[config.mk]
export PLATFORM = sky130hd
export DESIGN_NAME = rng_pool
export DESIGN_NICKNAME = d
export VERILOG_FILES = /design/src/rtl/rng_pkg.sv /design/src/rtl/rng_fifo.sv /design/src/rtl/rng_pool.sv
export SDC_FILE = /design/constraint.sdc
export NUM_CORES = 1
export LEC_CHECK = 0
export CAP_MARGIN = 20
export CORE_ASPECT_RATIO = 0.75
export CORE_MARGIN = 5
export CORE_UTILIZATION = 30
export DETAILED_ROUTE_END_ITERATION = 8
export SLEW_MARGIN = 30
export SYNTH_ARGS = -nofsm -noshare
export SYNTH_HDL_FRONTEND = slang
export SYNTH_HIERARCHICAL = 1
export SYNTH_SLANG_ARGS = --single-unit
[constraint.sdc]
create_clock -name clk -period 3.1 [get_ports clk]
set_input_delay 0.31 -clock clk [delete_from_list [all_inputs] [get_ports clk]]
set_output_delay 0.31 -clock clk [all_outputs]
set_load 0.02 [all_outputs]
[src/rtl/rng_pkg.sv]
// rng_pkg: shared width helpers, mode encoding and von Neumann pair codes for rng_pool
package rng_pkg;

    // Bit counter holds 0..WIDTH-1
    function automatic int CNT_W(input int width);
        return $clog2(width);
    endfunction

    // Word count holds 0..DEPTH inclusive
    function automatic int FCNT_W(input int depth);
        return $clog2(depth + 1);
    endfunction

    // Run counter saturates at the cutoff, so it must represent the cutoff itself
    function automatic int RUN_W(input int cutoff);
        return $clog2(cutoff + 1);
    endfunction

    typedef enum logic {
        MODE_RAW = 1'b0,
        MODE_VN  = 1'b1
    } mode_e;

    // Pair codes are {first, second}; only the unequal ones yield a bit
    localparam logic [1:0] VN_PAIR_00 = 2'b00;
    localparam logic [1:0] VN_PAIR_01 = 2'b01;
    localparam logic [1:0] VN_PAIR_10 = 2'b10;
    localparam logic [1:0] VN_PAIR_11 = 2'b11;

endpackage

[src/rtl/rng_fifo.sv]
// rng_fifo: first-word-fall-through synchronous word pool
//   clk, reset_n : clock, async active-low reset
//   push, din    : write din at the tail (ignored when full unless popping)
//   pop          : drop the head word (ignored when empty)
//   flush        : empty the pool; overrides push and pop
//   head         : word at the read pointer (raw storage, caller gates validity)
//   count        : words held
module rng_fifo
    import rng_pkg::*;
#(
    parameter int WIDTH = 8,
    parameter int DEPTH = 4
) (
    input  logic                        clk,
    input  logic                        reset_n,
    input  logic                        push,
    input  logic                        pop,
    input  logic                        flush,
    input  logic [WIDTH-1:0]            din,
    output logic [WIDTH-1:0]            head,
    output logic [FCNT_W(DEPTH)-1:0]    count
);
    localparam int AW = $clog2(DEPTH);
    localparam int FW = FCNT_W(DEPTH);

    logic [WIDTH-1:0] mem_q [DEPTH];
    logic [AW-1:0]    wr_ptr_q, wr_ptr_d, rd_ptr_q, rd_ptr_d;
    logic [FW-1:0]    count_q, count_d;
    logic             wr, rd;

    // Pointers wrap naturally because DEPTH is a power of two
    always_comb begin
        rd       = pop && count_q != '0 && !flush;
        wr       = push && (count_q != FW'(DEPTH) || rd) && !flush;
        wr_ptr_d = flush ? '0 : wr ? wr_ptr_q + 1'b1 : wr_ptr_q;
        rd_ptr_d = flush ? '0 : rd ? rd_ptr_q + 1'b1 : rd_ptr_q;
        count_d  = flush ? '0 : (wr && !rd) ? count_q + 1'b1 : (rd && !wr) ? count_q - 1'b1 : count_q;
    end

    always_ff @(posedge clk or negedge reset_n) begin
        if (!reset_n) begin
            wr_ptr_q <= '0;
            rd_ptr_q <= '0;
            count_q  <= '0;
        end else begin
            wr_ptr_q <= wr_ptr_d;
            rd_ptr_q <= rd_ptr_d;
            count_q  <= count_d;
        end
    end

    // Storage needs no reset: the head is only observed while count is nonzero
    always_ff @(posedge clk) begin
        if (wr) mem_q[wr_ptr_q] <= din;
    end

    assign head  = mem_q[rd_ptr_q];
    assign count = count_q;

endmodule

[src/rtl/rng_pool.sv]
// rng_pool: collects TRNG bits into words, optionally debiases, health-tests and pools them
//   clk, reset_n          : clock, async active-low reset
//   en                    : allow bit acceptance (draining continues regardless)
//   debias_en             : 1 = von Neumann pairs, 0 = raw bits
//   trng_bit/trng_valid   : raw entropy input, accepted when trng_next && trng_valid
//   trng_next             : ready for a raw bit
//   req                   : consumer ready; pops when req && output_valid
//   random_word           : head word, 0 while output_valid is low
//   output_valid          : head word present and health test clean
//   fifo_count            : words held
//   health_fail           : sticky repetition-count failure
//   clear_fail            : clears health_fail and the run counter
module rng_pool
    import rng_pkg::*;
#(
    parameter int WIDTH      = 8,
    parameter int DEPTH      = 4,
    parameter int RCT_CUTOFF = 16
) (
    input  logic                        clk,
    input  logic                        reset_n,
    input  logic                        en,
    input  logic                        debias_en,
    input  logic                        trng_bit,
    input  logic                        trng_valid,
    output logic                        trng_next,
    input  logic                        req,
    output logic [WIDTH-1:0]            random_word,
    output logic                        output_valid,
    output logic [FCNT_W(DEPTH)-1:0]    fifo_count,
    output logic                        health_fail,
    input  logic                        clear_fail
);
    localparam int CW = CNT_W(WIDTH);
    localparam int RW = RUN_W(RCT_CUTOFF);
    localparam int FW = FCNT_W(DEPTH);

    logic [CW-1:0]    bit_cnt_q, bit_cnt_d, cnt_base;
    logic [WIDTH-1:0] word_q, word_d, word_base, word_next, head;
    logic [RW-1:0]    run_q, run_d, run_step;
    logic             half_q, half_d, half_base;
    logic             half_bit_q, half_bit_d;
    logic             prev_q, prev_d;
    logic             health_fail_q, health_fail_d;
    mode_e            mode_q, mode_d;
    logic [1:0]       pair;
    logic             mode_chg, accept, trip, emit, emit_bit, done, push, pop;

    assign trng_next    = en && !health_fail_q && fifo_count != FW'(DEPTH);
    assign output_valid = fifo_count != '0 && !health_fail_q;
    assign random_word  = output_valid ? head : '0;
    assign health_fail  = health_fail_q;
    assign pop          = req && output_valid;

    always_comb begin
        mode_d        = debias_en ? MODE_VN : MODE_RAW;
        // A mode switch throws away the pending half-pair and partial word
        mode_chg      = mode_d != mode_q;
        accept        = trng_next && trng_valid;
        cnt_base      = mode_chg ? '0 : bit_cnt_q;
        word_base     = mode_chg ? '0 : word_q;
        half_base     = mode_chg ? 1'b0 : half_q;
        // Run length of the raw stream; a zero count means no previous bit to compare
        run_step      = (run_q == '0 || trng_bit != prev_q) ? RW'(1) :
                        (run_q == RW'(RCT_CUTOFF)) ? run_q : run_q + 1'b1;
        trip          = accept && run_step == RW'(RCT_CUTOFF);
        pair          = {half_bit_q, trng_bit};
        emit          = accept && (mode_d == MODE_RAW ||
                        (half_base && pair != VN_PAIR_00 && pair != VN_PAIR_11));
        emit_bit      = (mode_d == MODE_VN) ? half_bit_q : trng_bit;
        word_next     = {word_base[WIDTH-2:0], emit_bit};
        done          = emit && cnt_base == CW'(WIDTH - 1);
        // A tripping bit never lands in the pool
        push          = done && !trip;
        bit_cnt_d     = (trip || done) ? '0 : emit ? cnt_base + 1'b1 : cnt_base;
        word_d        = (trip || done) ? '0 : emit ? word_next : word_base;
        half_d        = trip ? 1'b0 : (accept && mode_d == MODE_VN) ? !half_base : half_base;
        half_bit_d    = accept ? trng_bit : half_bit_q;
        prev_d        = accept ? trng_bit : prev_q;
        // A new failure outranks a simultaneous clear
        run_d         = trip ? run_step : clear_fail ? '0 : accept ? run_step : run_q;
        health_fail_d = trip ? 1'b1 : clear_fail ? 1'b0 : health_fail_q;
    end

    always_ff @(posedge clk or negedge reset_n) begin
        if (!reset_n) begin
            bit_cnt_q     <= '0;
            word_q        <= '0;
            run_q         <= '0;
            half_q        <= 1'b0;
            half_bit_q    <= 1'b0;
            prev_q        <= 1'b0;
            health_fail_q <= 1'b0;
            mode_q        <= MODE_RAW;
        end else begin
            bit_cnt_q     <= bit_cnt_d;
            word_q        <= word_d;
            run_q         <= run_d;
            half_q        <= half_d;
            half_bit_q    <= half_bit_d;
            prev_q        <= prev_d;
            health_fail_q <= health_fail_d;
            mode_q        <= mode_d;
        end
    end

    rng_fifo #(
        .WIDTH (WIDTH),
        .DEPTH (DEPTH)
    ) u_fifo (
        .clk     (clk),
        .reset_n (reset_n),
        .push    (push),
        .pop     (pop),
        .flush   (trip),
        .din     (word_next),
        .head    (head),
        .count   (fifo_count)
    );

endmodule

==> results of run 1 <==
Yosys cell counts (2+ instances only):
| library cell | instances | area (µm²) |
|---|---|---|
| edfxtp_1 | 32 | 961 |
| dfrtp_1 | 26 | 651 |
| and2_1 | 22 | 138 |
| nor2_1 | 18 | 67.6 |
| a21oi_1 | 13 | 65.1 |
| nand2b_1 | 12 | 75.1 |
| ha_1 | 11 | 138 |
| inv_1 | 11 | 41.3 |
| mux4_2 | 8 | 180 |
| nand2_1 | 7 | 26.3 |
| nand3b_1 | 7 | 52.6 |
| xor2_1 | 7 | 61.3 |
| mux2i_1 | 5 | 50.1 |
| clkbuf_1 | 4 | 15.0 |
| nor3b_1 | 4 | 30.0 |
| o21ai_0 | 4 | 20.0 |
| and3_1 | 2 | 12.5 |
| buf_6 | 2 | 22.5 |
| mux2_2 | 2 | 22.5 |
| nand3_1 | 2 | 10.0 |
| nor2b_1 | 2 | 12.5 |
| or3_1 | 2 | 12.5 |
| xnor2_1 | 2 | 17.5 |
per-layer routing:
layer / global-route usage [%] / vias up / share of wire, % / wire (µm)
met5: 0 / - / 0 / 0
met4: 3.65 / 0 / 1.0 / 63
met3: 4.37 / 7 / 3.6 / 219
met2: 18.0 / 33 / 46 / 2810
met1: 14.0 / 961 / 50 / 3060
li1: - / 922 / - / -
final cells by class:
cell class | instances | area, µm²
clock buffers | 9 | 225
clock inverters | 6 | 82.6
fillers | 947 | 5820
inverters | 11 | 41.3
multi-input cells | 154 | 1290
flip-flops and latches | 58 | 1610
well taps | 132 | 165
repair buffers | 44 | 382
where the power goes:
group / switching, µW / internal, µW
Sequential: 4.88 / 821
Clock: 334 / 693
Combinational: 55.4 / 45.6
sequential cells by signal, indices dropped and copies added, names as in the netlist:
register	count
bit_cnt_q	3
half_q	1
health_fail	1
mode_q	1
prev_q	1
run_q	5
u_fifo/count	3
u_fifo/mem_q	32
u_fifo/rd_ptr_q	2
u_fifo/wr_ptr_q	2
word_q	7
what timing repair did:
item	CTS	global route
setup endpoints to repair	1	1
hold buffers	0	0
pin swaps	2	4
buffers inserted	1	2
gates resized for setup	2	9
cloned	0	0
logic make-up (layout without fill, tap and decap cells):
group | after synthesis | in the layout
xor gates and xnor gates | 9 | 9
and+or+nand+nor | 91 | 91
buffers and inverters | 19 | 70
AOI/OAI and AO/OA | 26 | 26
DFF | 58 | 58
adders and majority gates | 12 | 12
muxes | 16 | 16
cell usage in the layout (no fill, tap or decap), types with 3 or more instances in the layout:
cell type / instances
clkbuf_16: 9
and2_1: 22
a21oi_1: 12
xor2_1: 7
mux4_2: 8
inv_2: 4
clkdlybuf4s50_1: 20
clkinv_2: 3
buf_4: 23
mux2i_1: 5
nor2_1: 18
nand3b_1: 7
nor3b_1: 4
inv_1: 7
nand2_1: 7
edfxtp_1: 32
o21ai_0: 4
dfrtp_1: 26
nand2b_1: 12
ha_1: 7
through the flow:
step | hold slack, ps | area (µm²) | TNS (ps) | power, µW
finish | 386 | 3800 | 0 | 1950
global route | 427 | 3800 | -59.3 | 2020
CTS | 392 | 3750 | 0 | 1970
detailed placement | 564 | 3430 | -577 | 936
global placement | 556 | 3430 | -492 | 933
floorplan | 14.4 | 2950 | 0 | 888
worst paths after layout:
path                                       to  slack (ps)
min in group clk                       prev_q         470
setup / recovery              u_fifo/count[2]          90
hold / removal                       run_q[0]         390
setup reg to reg              u_fifo/count[2]          90
max in group asynchronous            run_q[4]        2430
hold reg to reg            u_fifo/wr_ptr_q[1]         590
==> impl_metrics.tcl, run 1 <==
set metrics [dict create \
    setup_ws_ps 89.6 \
    reg2reg_from "prev_q" \
    ant_nets 0 \
    routabilityCongestion 0.840 \
    arrival_ps 3260 \
    clockBufferDepth 2 \
    crit_required_ps 3350 \
    period_minus_slack_ps 3010 \
    leakage_uw 0.00151 \
    synth_seq_cells 58 \
    drcViolationCount 0 \
    finish.utilization_pct 39.5 \
    hold_class "in2async" \
    vdd_drop_max_v 0.000250 \
    synth_area_mm2 0.00294 \
    grt-ovfl-total 0 \
    grt_pass1_vias 1978 \
    setup_violations 0 \
    placedCellCount 396 \
    drive_gt1_share_pct 24.8 \
    crit_cells 12 \
    crit_path_end_kind "flip-flop" \
    grt_pass1_wl_mm 10.1 \
    area_growth_syn_to_layout_pct 29.4 \
    cts_tree "yes" \
    drv_cap 0 \
    yosysUniqueCellTypes 49 \
    fin_crit_sh_pct 97.1 \
    stdcell_count 414 \
    yosysWarnings 6 \
    synthArstFlopShare_pct 44.8 \
    cp_slowest_cell "or4bb_1" \
    synthXorXnorAreaFrac_pct 2.69 \
    worstSetupStartpoint "prev_q" \
    synth_compound_area_share_pct 5.54 \
    fin_skew_ps 8.07 \
    nets 298 \
    drt_iter0_markers 117 \
    grt_usage_pct 11.2 \
    root_buffer "clkbuf_16" \
    cts_htree_levels 3 \
    clock-sinks 58 \
    clk_pin_slew_ps 50 \
    coreArea_mm2 0.00962 \
    pin_count 22 \
    ys.flop_type "edfxtp_1" \
    antenna_found_initial 0 \
    dp_slack_ps -368 \
    hold_violations 0 \
    clk-insertion-delay-late_ps 330 \
    dp_hpwl_mm 4.25 \
    viasPerCell 4.64 \
    syn_nets 251 \
    fmax_ghz 0.332 \
    rows 31 \
    slowest_delay_ps 480 \
    power_density_mw_per_mm2 514 \
    finalMaxSlewViolations 0 \
    max_slew.worst_pin.slew_ps 601 \
    die_area_mm2 0.0119 \
    synthMuxAreaShare_pct 9.12 \
    crit_buf_inv 1 \
    max_slew_margin_pct 59.9 \
    avgSynthCellArea_um2 12.7 \
    crit_fanout 3 \
    numCtsBuffers 9 \
    synth_top_family_by_area "simple AND/OR/NAND/NOR gates" \
    die_x_um 124 \
    seq_area_frac_synth_pct 54.9 \
    die_y_um 95.7 \
    wirelength_mm 6.16 \
    r2r_cells 12 \
    synth_edf_count 32 \
    yosys.area_share.simple_pct 19.3 \
    cp_top_family "simple AND/OR/NAND/NOR gates" \
    dr_total_vias 1923 \
    diodes 0 \
    grt_max_degree 27 \
    dr.pass1.iters 4 \
    start_util_pct 30.5 \
    rsz0062_at_grt "true" \
    cp_cell_sequence "inv_2 > ha_4 > or4bb_1 > a311oi_2 > o2111a_2 > nor2_1 > nor3b_2 > ha_2 > fa_2 > xnor2_1 > or3_1 > a21oi_2" \
    syn-instance-count 231 \
    outcome "finished, final reports clean" \
    crit_type "reg2reg" \
    synthAdderAreaFrac_pct 5.37 \
    wl_per_cell_um 14.9 \
    portBuffers 21 \
    startpoint_type "flip-flop" \
]
No activity file was read; power rests on OpenSTA's default activity.
==> run 2: changes to the inputs <==
Settings changed: PLACE_DENSITY_LB_ADDON set to 0.08.
==> impl_metrics.tcl, run 2 (synthesis gave the netlist of run 1 again) <==
set metrics [dict create \
    hold_class "in2async" \
    worstSetupStartpoint "run_q[0]" \
    antenna_found_initial 0 \
    area_growth_syn_to_layout_pct 31.6 \
    viasPerCell 4.48 \
    cp_cell_sequence "buf_4 > ha_1 > and3_1 > o211ai_1 > nor4bb_2 > buf_4 > buf_4 > or2_2 > ha_2 > fa_2 > xnor2_1 > or3_1 > a21oi_2" \
    slowest_delay_ps 380 \
    hold_violations 0 \
    coreArea_mm2 0.00962 \
    root_buffer "clkbuf_16" \
    routabilityCongestion 0.778 \
    drt_iter0_markers 105 \
    finalMaxSlewViolations 0 \
    diodes 0 \
    fin_crit_sh_pct 98.0 \
    final_common_cell "edfxtp_1" \
    dp_hpwl_mm 4.15 \
    vdd_drop_max_v 0.000232 \
    crit_path_end_kind "flip-flop" \
    crit_top_cell "buf_4" \
    clockBufferDepth 2 \
    nets 303 \
    grt_max_degree 27 \
    wirelength_mm 6.12 \
    largest_register_ffs 32 \
    cp_slowest_cell "dfrtp_1" \
    power_density_mw_per_mm2 539 \
    pin_count 22 \
    numCtsBuffers 9 \
    grt_pass1_wl_mm 10.4 \
    rows 31 \
    final_cell_mix "edfxtp_1, buf_4, dfrtp_1" \
    crit_required_ps 3350 \
    die_area_mm2 0.0119 \
    r2r_cells 13 \
    crit_cells 13 \
    cts_htree_levels 3 \
    stdcell_count 420 \
    rsz0062_at_grt "true" \
    max_slew.worst_pin.slew_ps 613 \
    arrival_ps 3290 \
    die_y_um 95.7 \
    crit_type "reg2reg" \
    startpoint_type "flip-flop" \
    outcome "finished, final reports clean" \
    die_x_um 124 \
    period_minus_slack_ps 3040 \
    cts_tree "yes" \
    grt_usage_pct 11.2 \
    clk_pin_slew_ps 60 \
    crit_buf_inv 3 \
    max_slew_margin_pct 59.1 \
    drive_gt1_share_pct 25.3 \
    dr.pass1.iters 4 \
    crit_fanout 5 \
    finish.utilization_pct 40.2 \
    fmax_ghz 0.329 \
    largestRegisters "u_fifo/mem_q x32, word_q x7, run_q x5" \
    drv_cap 0 \
    ant_nets 0 \
    reg2reg_from "run_q[0]" \
    clk-insertion-delay-late_ps 320 \
    portBuffers 21 \
    grt-ovfl-total 0 \
    dr_total_vias 1883 \
    grt_pass1_vias 1920 \
    start_util_pct 30.5 \
    leakage_uw 0.00156 \
    fin_skew_ps 6.92 \
    power_uw 2080 \
    wl_per_cell_um 14.6 \
    setup_violations 0 \
    placedCellCount 400 \
    drcViolationCount 0 \
    cp_top_family "simple AND/OR/NAND/NOR gates" \
    top_register "u_fifo/mem_q" \
    clock-sinks 58 \
]
## run 2: cell count changes in the layout (fill, tap and decap cells not counted), moves of 2 or more
cell and change:
clkinv_4 +2, inv_6 +2, inv_1 +2, clkinv_2 -3, buf_4 +5, inv_2 -2
## run 2: final timing paths
path / to / slack [ps]
worst max-delay path: u_fifo/count[2] / 60
worst min-delay path: u_fifo/count[0] / 360
worst max register to register: u_fifo/count[2] / 60
worst min register to register: u_fifo/wr_ptr_q[1] / 600
max in group asynchronous: bit_cnt_q[2] / 2450
min in group clk: prev_q / 500
## run 2: metal layers
layer  vias to the layer above  wire length (µm)  GRT usage (%)  part of all wire, %
met1                       911              3200           15.6                   52
met4                         0                56           4.11                 0.92
li1                        938                 -              -                    -
met2                        29              2670           16.5                   44
met5                         -                 0              0                    0
met3                         5               195           3.36                  3.2
## run 2: area by class of cell
cell class	instances	area, µm²
clock buffers	9	225
clock inverters	7	125
fillers	962	5760
inverters	11	41.3
multi-input cells	154	1280
flip-flops and latches	58	1610
well taps	132	165
repair buffers	49	419
## run 2: worst register-to-register path, stage by stage, from the launching register on
cell      delay, ps
dfrtp_1         380
buf_4           150
ha_1            260
and3_1          210
o211ai_1        230
nor4bb_2         80
buf_4           150
buf_4           130
or2_2           290
ha_2            200
fa_2            340
xnor2_1         130
or3_1           330
a21oi_2         120
## run 2: stage by stage
step / setup TNS [ps] / area, µm² / hold slack (ps) / setup slack [ps]
2_1_floorplan: 0 / 2950 / 14.4 / 19.7
3_5_place_dp: -585 / 3460 / 592 / -376
6_report: 0 / 3860 / 360 / 62.2
3_3_place_gp: -538 / 3460 / 586 / -347
5_1_grt: -45.5 / 3860 / 394 / -45.5
4_1_cts: 0 / 3810 / 375 / 30.1
## run 2: power breakdown
part	total, µW	switching [µW]	internal (µW)
clock	1160	371	793
sequential	824	4.64	820
combinational	94.9	50.7	44.2
total	2080	426	1660
## run 2: timing repair
| action | in CTS | in global routing |
|---|---|---|
| pin swaps | 4 | 4 |
| buffers inserted | 0 | 4 |
| resized for setup | 2 | 5 |
| hold buffers | 0 | 0 |
| setup endpoints to repair | 1 | 2 |
